[src/rtl/fft_addr_gen.sv]
// fft_addr_gen: SRAM address sequencer for a 16-point radix-2 FFT.
// Walks 4 stages x 8 butterflies and emits operand, twiddle and result addresses.
module fft_addr_gen (
  input  logic       clk,
  input  logic       n_rst,
  input  logic       fft_start,
  input  logic [1:0] addr_mode,
  input  logic       shift_in_ena,
  input  logic       shift_out_ena,
  input  logic       k_ena,
  input  logic       k_clear,
  input  logic       iteration_ena,
  output logic [7:0] sram_addr,
  output logic [2:0] samples_loaded_count,
  output logic       samples_loaded_done,
  output logic       samples_out_done,
  output logic       samples_written_done,
  output logic       iteration_done,
  output logic       fft_done,
  output logic [1:0] stage,
  output logic [2:0] bfly
);

  typedef enum logic [1:0] {
    IDLE = 2'd0,
    RUN  = 2'd1,
    DONE = 2'd2
  } state_t;

  state_t     state;
  logic [1:0] wr_cnt;
  logic [3:0] k_reg;

  logic [3:0] half;
  logic [3:0] pos;
  logic [3:0] grp;
  logic [3:0] a_idx;
  logic [3:0] b_idx;
  logic [3:0] k_idx;
  logic [7:0] tw_addr;
  logic [7:0] addr_nxt;
  logic       mode_off;
  logic       mode_ld;
  logic       mode_wr;

  // Butterfly operand pair and twiddle index for (stage, bfly)
  always_comb begin
    half  = 4'd1 << stage;
    pos   = {1'b0, bfly} & (half - 4'd1);
    grp   = {1'b0, bfly} >> stage;
    a_idx = (grp << ({1'b0, stage} + 3'd1)) | pos;
    b_idx = a_idx + half;
    k_idx = pos << (2'd3 - stage);
  end

  assign tw_addr  = 8'h40 + {3'b000, k_reg, 1'b0};
  assign mode_off = (addr_mode == 2'b00);
  assign mode_ld  = (addr_mode == 2'b01) || (addr_mode == 2'b10);
  assign mode_wr  = (addr_mode == 2'b11);

  always_comb begin
    addr_nxt = sram_addr;
    unique case (1'b1)
      mode_off: addr_nxt = 8'h00;
      mode_ld: begin
        case (samples_loaded_count)
          3'd0:    addr_nxt = {4'h0, a_idx};
          3'd1:    addr_nxt = {4'h0, b_idx};
          3'd2:    addr_nxt = tw_addr;
          3'd3:    addr_nxt = tw_addr + 8'h01;
          default: addr_nxt = sram_addr;
        endcase
      end
      mode_wr: begin
        case (wr_cnt)
          2'd0:    addr_nxt = {4'h0, a_idx};
          2'd1:    addr_nxt = {4'h0, b_idx};
          default: addr_nxt = sram_addr;
        endcase
      end
      default: addr_nxt = 8'h00;
    endcase
  end

  assign samples_loaded_done = (samples_loaded_count == 3'd4);
  assign samples_out_done    = (wr_cnt == 2'd2);

  always_ff @(posedge clk or negedge n_rst) begin
    if (!n_rst) begin
      state                <= IDLE;
      sram_addr            <= 8'h00;
      samples_loaded_count <= 3'd0;
      wr_cnt               <= 2'd0;
      k_reg                <= 4'd0;
      samples_written_done <= 1'b0;
      iteration_done       <= 1'b0;
      fft_done             <= 1'b0;
      stage                <= 2'd0;
      bfly                 <= 3'd0;
    end else begin
      sram_addr            <= addr_nxt;
      samples_written_done <= 1'b0;
      iteration_done       <= 1'b0;
      if (fft_start) begin
        state                <= RUN;
        samples_loaded_count <= 3'd0;
        wr_cnt               <= 2'd0;
        k_reg                <= 4'd0;
        fft_done             <= 1'b0;
        stage                <= 2'd0;
        bfly                 <= 3'd0;
      end else if (state == RUN) begin
        if (k_clear) begin
          k_reg <= 4'd0;
        end else if (k_ena) begin
          k_reg <= k_idx;
        end
        // Advancing discards any shift requested in the same cycle
        if (iteration_ena) begin
          samples_loaded_count <= 3'd0;
          wr_cnt               <= 2'd0;
          iteration_done       <= 1'b1;
          if (bfly == 3'd7) begin
            bfly <= 3'd0;
            if (stage == 2'd3) begin
              stage    <= 2'd0;
              fft_done <= 1'b1;
              state    <= DONE;
            end else begin
              stage <= stage + 2'd1;
            end
          end else begin
            bfly <= bfly + 3'd1;
          end
        end else begin
          if (shift_in_ena && samples_loaded_count != 3'd4) begin
            samples_loaded_count <= samples_loaded_count + 3'd1;
          end
          if (shift_out_ena && wr_cnt != 2'd2) begin
            wr_cnt <= wr_cnt + 2'd1;
            if (wr_cnt == 2'd1) begin
              samples_written_done <= 1'b1;
            end
          end
        end
      end
    end
  end

endmodule

[config.mk]
export PLATFORM = sky130hd
export DESIGN_NAME = fft_addr_gen
export DESIGN_NICKNAME = d
export VERILOG_FILES = /design/src/rtl/fft_addr_gen.sv
export SDC_FILE = /design/constraint.sdc
export NUM_CORES = 1
export LEC_CHECK = 0
export BUFFER_PORTS_ARGS = -buffer_cell sky130_fd_sc_hd__buf_2
export CAP_MARGIN = 20
export CORE_UTILIZATION = 56
export CTS_BUF_LIST = sky130_fd_sc_hd__clkbuf_16
export CTS_CLUSTER_DIAMETER = 80
export DETAILED_ROUTE_END_ITERATION = 12
export PLACE_DENSITY = 0.8
export SLEW_MARGIN = 20
export SYNTH_ARGS = -nofsm -noshare
export SYNTH_HDL_FRONTEND = slang
export SYNTH_SLANG_ARGS = --single-unit
export TNS_END_PERCENT = 50
[constraint.sdc]
create_clock -name clk -period 3.2 [get_ports clk]
set_input_delay 0.32 -clock clk [delete_from_list [all_inputs] [get_ports clk]]
set_output_delay 0.32 -clock clk [all_outputs]
set_load 0.02 [all_outputs]
==> results_dict.tcl, run 1 <==
set metrics [dict create \
    status "finished, final reports clean" \
    grt_pass1_vias 1531 \
    drt-initial-drc-count 44 \
    worstSetupPathType "reg2reg" \
    routabilityCongestion 0.8690 \
    synth_cell_types 52 \
    critPathSlowestCell "dfrtp_2" \
    path_delay_family "compound AO/OA/AOI/OAI gates" \
    routed_wl_mm 3.966 \
    pwr-share-clk 0.462 \
    drive_gt1_frac 0.1930 \
    grt_use_total 0.2544 \
    peakVddDrop_mv 0.2842 \
    synthArstFlopShare 1.000 \
    die_height_um 59.25 \
    nets 260 \
    rrSetupSlack_ns 0.28 \
    chipWidth_um 59.25 \
    cts.clk_slew.worst_paths_ns 0.06 \
    critPathLaunchType "register" \
    path_depth 11 \
    path_buf_inv 1 \
    cp.arrival_ns 3.10 \
    crit_fanout 14 \
    r2r_cells 11 \
    fin_crit_ns 2.924 \
    rsz0062_at_grt "false" \
    path_cells "inv_2, ha_2, and2_1, nor2_1, o21ai_0, ha_1, a21oi_1, nand2_1, a2111oi_1, a211oi_1, o211ai_2" \
    num_antenna_cells 0 \
    io_buffers 28 \
    antenna_found_initial 0 \
    h-tree-depth 1 \
    netlist_instances 204 \
    cts_tree "yes" \
    slowest_delay_ns 0.49 \
    cts_buffers 3 \
    viasPerCell 5.691 \
    synth_top_area_share 0.3272 \
    core_region_area_mm2 0.003078 \
    swShare 0.2310 \
    post_drt_wl_per_cell_um 14.58 \
    hold_ws_ns 0.03633 \
    cts_root_buffer "clkbuf_16" \
    yosysSeqAreaShare 0.3272 \
    fillerInstances 262 \
    syn2layout_area_growth_pct 14.18 \
    rows 20 \
    grt_max_degree 25 \
    synth_edf_count 0 \
    worst_pin_slew_ns 0.5696 \
    placed_area_mm2 0.001986 \
    dp_hpwl_mm 2.893 \
    start_util 0.5963 \
    maxSlewHeadroom 0.6149 \
    fin_skew_ns 0.002785 \
    hp-class "in2async" \
    postRouteAntennaNets 0 \
    synthMostInstantiatedCell "dfrtp_1" \
    grt_pass1_wl_mm 6.665 \
    ys.flop_type "dfrtp_1" \
    hold_viol_final 0 \
    min_period_over_period 0.9137 \
    die_area_mm2 0.003511 \
    combPwrFrac 0.128 \
    cts_buffer_depth 2 \
    p_switching_w 0.0001793 \
    r2r_start "stage[0]$_DFFE_PN0P_" \
    power.leakage_nw 1.034 \
    drt_drc_violations_left 0 \
    overflow 0 \
    slew_viol_final 0 \
    fmax_mhz 342.0 \
    power_density_mw_per_mm2 370.4 \
    ys_top_cells_by_area "dfrtp_1, ha_1, nand2_1" \
    cts_sinks 24 \
    pwr-share-seq 0.410 \
    yosys_warnings 0 \
    firstDrtPassIters 4 \
    required_ns 3.38 \
    synth_area_leader_cell "dfrtp_1" \
    yosys-top-cells-count "dfrtp_1, ha_1, nand2_1" \
    timing.rr.end "sram_addr[3]$_DFFE_PN0P_" \
    io_pins 31 \
    clk_latency_ns 0.26 \
    syn-cell-area_mm2 0.001836 \
    ys_ff_latch 24 \
    vias 1548 \
    end_kind "register" \
    fin_total_pwr_w 0.0007763 \
    largest_register_ffs 6 \
    p_int_w 0.0005970 \
    syn_area_per_cell_um2 8.998 \
    fin_area_mm2 0.002096 \
    tns_ns 0 \
    drv_cap 0 \
    setup_viol 0 \
]
power by group through the flow:
stage | clock, W | sequential (W) | combinational [W]
floorplan | 0 | 0.000331 | 0.0000611
global route | 0.000378 | 0.000320 | 0.000110
CTS | 0.000364 | 0.000318 | 0.0000996
finish | 0.000359 | 0.000318 | 0.0000991
detailed placement | 0 | 0.000324 | 0.0000989
global placement | 0 | 0.000324 | 0.0000972
placed cells by master, fill, tap and decap left out, types with 4 or more instances in the layout:
| cell | instances |
|---|---|
| dfrtp_1 | 22 |
| inv_1 | 10 |
| nand2b_1 | 8 |
| a21o_1 | 6 |
| nor3_1 | 5 |
| a21oi_1 | 13 |
| o22ai_1 | 4 |
| nand2_1 | 18 |
| a22o_1 | 7 |
| ha_1 | 19 |
| buf_2 | 28 |
| nand3_1 | 7 |
| nor2_1 | 17 |
| o21ai_1 | 4 |
| nor2b_1 | 6 |
metrics by stage:
step | instances | setup WS, ns | util
final | 272 | 0.2763 | 0.6809
after global routing | 272 | 0.03118 | 0.6809
after CTS | 272 | 0.1683 | 0.6793
after detailed placement | 268 | 0.2947 | 0.6451
after global placement | 268 | 0.4270 | 0.6451
after floorplan | 205 | 0.4083 | -
worst register-to-register path, cell delays in order, from the launching register on:
cell       delay, ns
dfrtp_2         0.49
inv_2           0.11
ha_2            0.42
and2_1          0.18
nor2_1          0.04
o21ai_0         0.26
ha_1            0.32
a21oi_1         0.20
nand2_1         0.15
a2111oi_1       0.35
a211oi_1        0.12
o211ai_2        0.20
worst max-delay path by stage:
stage | slack (ns) | end | startpoint
floorplan | 0.41 | sram_addr[3]$_DFFE_PN0P_ | stage[1]$_DFFE_PN0P_
global placement | 0.43 | sram_addr[3]$_DFFE_PN0P_ | stage[0]$_DFFE_PN0P_
detailed placement | 0.29 | sram_addr[3]$_DFFE_PN0P_ | stage[0]$_DFFE_PN0P_
CTS | 0.17 | sram_addr[3]$_DFFE_PN0P_ | stage[0]$_DFFE_PN0P_
global route | 0.03 | sram_addr[3]$_DFFE_PN0P_ | stage[0]$_DFFE_PN0P_
finish | 0.28 | sram_addr[3]$_DFFE_PN0P_ | stage[0]$_DFFE_PN0P_
cell type report:
type | instances | area, um2 | share of cell area
clock buffers | 3 | 75.07 | 0.03582
well taps | 44 | 55.05 | 0.02627
inverters | 11 | 41.29 | 0.01970
repair buffers | 29 | 147.6 | 0.07045
flip-flops and latches | 24 | 603.1 | 0.2878
multi-input cells | 160 | 1144 | 0.5457
clock inverters | 1 | 30.03 | 0.01433
logic make-up after synthesis:
family | after synthesis | synth area share
AOI/OAI and AO/OA | 56 | 0.2290
DFF | 24 | 0.3272
muxes | 2 | 0.01363
and+or+nand+nor | 76 | 0.2134
adders and majority gates | 21 | 0.1472
other | 1 | 0.002043
xor gates and xnor gates | 3 | 0.01432
buffers and inverters | 21 | 0.05317
metal layers:
layer | routed length, um | up-vias | track usage | share of wire
li1 | - | 779 | - | -
met1 | 1842 | 722 | 0.3181 | 0.46
met2 | 1900 | 37 | 0.4318 | 0.48
met3 | 137 | 10 | 0.04585 | 0.035
met4 | 86 | 0 | 0.1020 | 0.022
met5 | 0 | - | 0 | 0
what timing repair did:
action,4_1_cts,5_1_grt
hold buffers,0,0
resized for setup,0,3
buffers inserted,0,0
endpoints found under the hold margin,0,0
endpoints found under the setup margin,0,1
Power figures use the tool's default switching activity.
==> run 2, diff against run 1 <==
--- a/config.mk
+++ b/config.mk
@@ -7,11 +7,12 @@
 export LEC_CHECK = 0
 export BUFFER_PORTS_ARGS = -buffer_cell sky130_fd_sc_hd__buf_2
 export CAP_MARGIN = 20
-export CORE_UTILIZATION = 56
+export CORE_MARGIN = 4
+export CORE_UTILIZATION = 51
 export CTS_BUF_LIST = sky130_fd_sc_hd__clkbuf_16
 export CTS_CLUSTER_DIAMETER = 80
 export DETAILED_ROUTE_END_ITERATION = 12
-export PLACE_DENSITY = 0.8
+export PLACE_DENSITY = 0.76
 export SLEW_MARGIN = 20
 export SYNTH_ARGS = -nofsm -noshare
 export SYNTH_HDL_FRONTEND = slang
==> constraint.sdc (replaced) <==
create_clock -name clk -period 2.5 [get_ports clk]
set_input_delay 0.25 -clock clk [delete_from_list [all_inputs] [get_ports clk]]
set_output_delay 0.25 -clock clk [all_outputs]
set_load 0.02 [all_outputs]
==> results_dict.tcl, run 2 (synthesis gave the netlist of run 1 again) <==
set metrics [dict create \
    status "finished, final reports clean" \
    slew_viol_final 0 \
    hold_viol_final 0 \
    layout_common_cells "buf_2, dfrtp_1, nor2_1, nand2_1, ha_1" \
    fin_total_pwr_w 0.0009977 \
    path_delay_family "compound AO/OA/AOI/OAI gates" \
    routabilityCongestion 0.8505 \
    min_period_over_period 0.9763 \
    routed_wl_mm 4.278 \
    fin_skew_ns 0.002043 \
    startpoint "stage[1]$_DFFE_PN0P_" \
    tns_ns 0 \
    timing.rr.end "sram_addr[2]$_DFFE_PN0P_" \
    fin_ws_ns 0.05924 \
    combPwrFrac 0.137 \
    rows 21 \
    setup_viol 0 \
    cts.clk_slew.worst_paths_ns 0.06 \
    holdPathStages 3 \
    drt-initial-drc-count 65 \
    swShare 0.2292 \
    required_ns 2.65 \
    chipWidth_um 67.99 \
    overflow 0 \
    rrSetupSlack_ns 0.06 \
    fin_area_mm2 0.002281 \
    crit_fanout 4 \
    mostFrequentLayoutCell "buf_2" \
    dp_hpwl_mm 3.221 \
    cts_tree "yes" \
    path_cells "buf_6, mux2_4, a21o_1, a21o_1, fa_2, xor2_1, a22o_1, a21o_1, a22o_1" \
    worst_pin_slew_ns 0.6785 \
    fmax_mhz 409.7 \
    io_buffers 28 \
    placed_area_mm2 0.002096 \
    firstDrtPassIters 4 \
    cp.arrival_ns 2.59 \
    core_region_area_mm2 0.003416 \
    syn2layout_area_growth_pct 24.27 \
    r2r_start "stage[1]$_DFFE_PN0P_" \
    grt_max_degree 25 \
    post_drt_wl_per_cell_um 14.75 \
    pwr-share-clk 0.457 \
    power_density_mw_per_mm2 437.4 \
    num_antenna_cells 0 \
    peakVddDrop_mv 0.3586 \
    grt_use_total 0.2046 \
    slowest_delay_ns 0.44 \
    post-place-ws_ns -0.02976 \
    r2r_cells 9 \
    nets 276 \
    grt_pass1_vias 1502 \
    grt_pass1_wl_mm 7.086 \
    critPathSlowestCell "dfrtp_2" \
    critPathLaunchType "register" \
    pwr-share-seq 0.406 \
    h-tree-depth 1 \
    hold_ws_ns 0.3477 \
    vias 1622 \
    p_switching_w 0.0002286 \
    cts_buffer_depth 2 \
    start_util 0.5374 \
    crit_path_frequent_cell "a21o_1" \
    cts_buffers 3 \
    drv_cap 0 \
    postRouteAntennaNets 0 \
    drive_gt1_frac 0.2828 \
    path_buf_inv 1 \
    clk_latency_ns 0.26 \
    power.leakage_nw 1.120 \
    cts_root_buffer "clkbuf_16" \
    die_area_mm2 0.004623 \
    maxSlewHeadroom 0.5413 \
    antenna_found_initial 0 \
    p_int_w 0.0007690 \
    viasPerCell 5.593 \
    die_height_um 67.99 \
    worstHoldStart "shift_out_ena" \
    largest_register_ffs 6 \
    min_to "samples_written_done$_DFF_PN0_" \
    io_pins 31 \
    cts_sinks 24 \
    fin_crit_ns 2.441 \
    drt_drc_violations_left 0 \
    end_kind "register" \
    worstSetupPathType "reg2reg" \
    hp-class "in2reg" \
]
-- run 2: how the worst max path moves through the flow --
stage,end,cells after the start
floorplan,sram_addr[3]$_DFFE_PN0P_,12
global placement,sram_addr[3]$_DFFE_PN0P_,10
detailed placement,sram_addr[3]$_DFFE_PN0P_,11
CTS,sram_addr[3]$_DFFE_PN0P_,11
global route,sram_addr[2]$_DFFE_PN0P_,9
finish,sram_addr[2]$_DFFE_PN0P_,9
-- run 2: area by class of cell --
cell class / count / area, um2
clock buffer: 3 / 75.07
clock inverter: 1 / 30.03
fill: 292 / 1135
multi-input combinational: 160 / 1195
timing repair buffer: 45 / 274.0
tap: 46 / 57.56
sequential: 24 / 603.1
inverter: 11 / 46.29
-- run 2: metal layers --
layer	up-vias	wire length (um)	track usage
li1	815	-	-
met1	758	1884	0.2538
met2	42	2123	0.3598
met3	7	199	0.03777
met4	0	72	0.05707
met5	-	0	0
-- run 2: what timing repair did --
action | in CTS | in global routing
endpoints found under the setup margin | 1 | 3
endpoints found under the hold margin | 24 | 0
resized for setup | 0 | 3
hold buffers | 1 | 0
pin swaps | 0 | 5
buffers inserted | 4 | 3
-- run 2: power groups by stage --
| stage | combinational, W | sequential (W) | clock (W) |
|---|---|---|---|
| final | 0.000137 | 0.000405 | 0.000456 |
| after global routing | 0.000153 | 0.000407 | 0.000476 |
| after CTS | 0.000135 | 0.000406 | 0.000460 |
| after detailed placement | 0.000134 | 0.000413 | 0 |
| after global placement | 0.000131 | 0.000412 | 0 |
| after floorplan | 0.0000800 | 0.000423 | 0 |
-- run 2: worst register-to-register path: cells and delay by family (launching register included) --
family	cells	cell delay (ns)
AOI/OAI and AO/OA	5	0.94
DFF	1	0.44
adders and majority gates	1	0.36
muxes	1	0.29
xor gates and xnor gates	1	0.17
buffers and inverters	1	0.13
-- run 2: per-stage QoR --
step | instances | util
2_1_floorplan | 205 | -
3_3_place_gp | 278 | 0.6136
3_5_place_dp | 278 | 0.6136
4_1_cts | 287 | 0.6560
5_1_grt | 290 | 0.6678
6_report | 290 | 0.6678
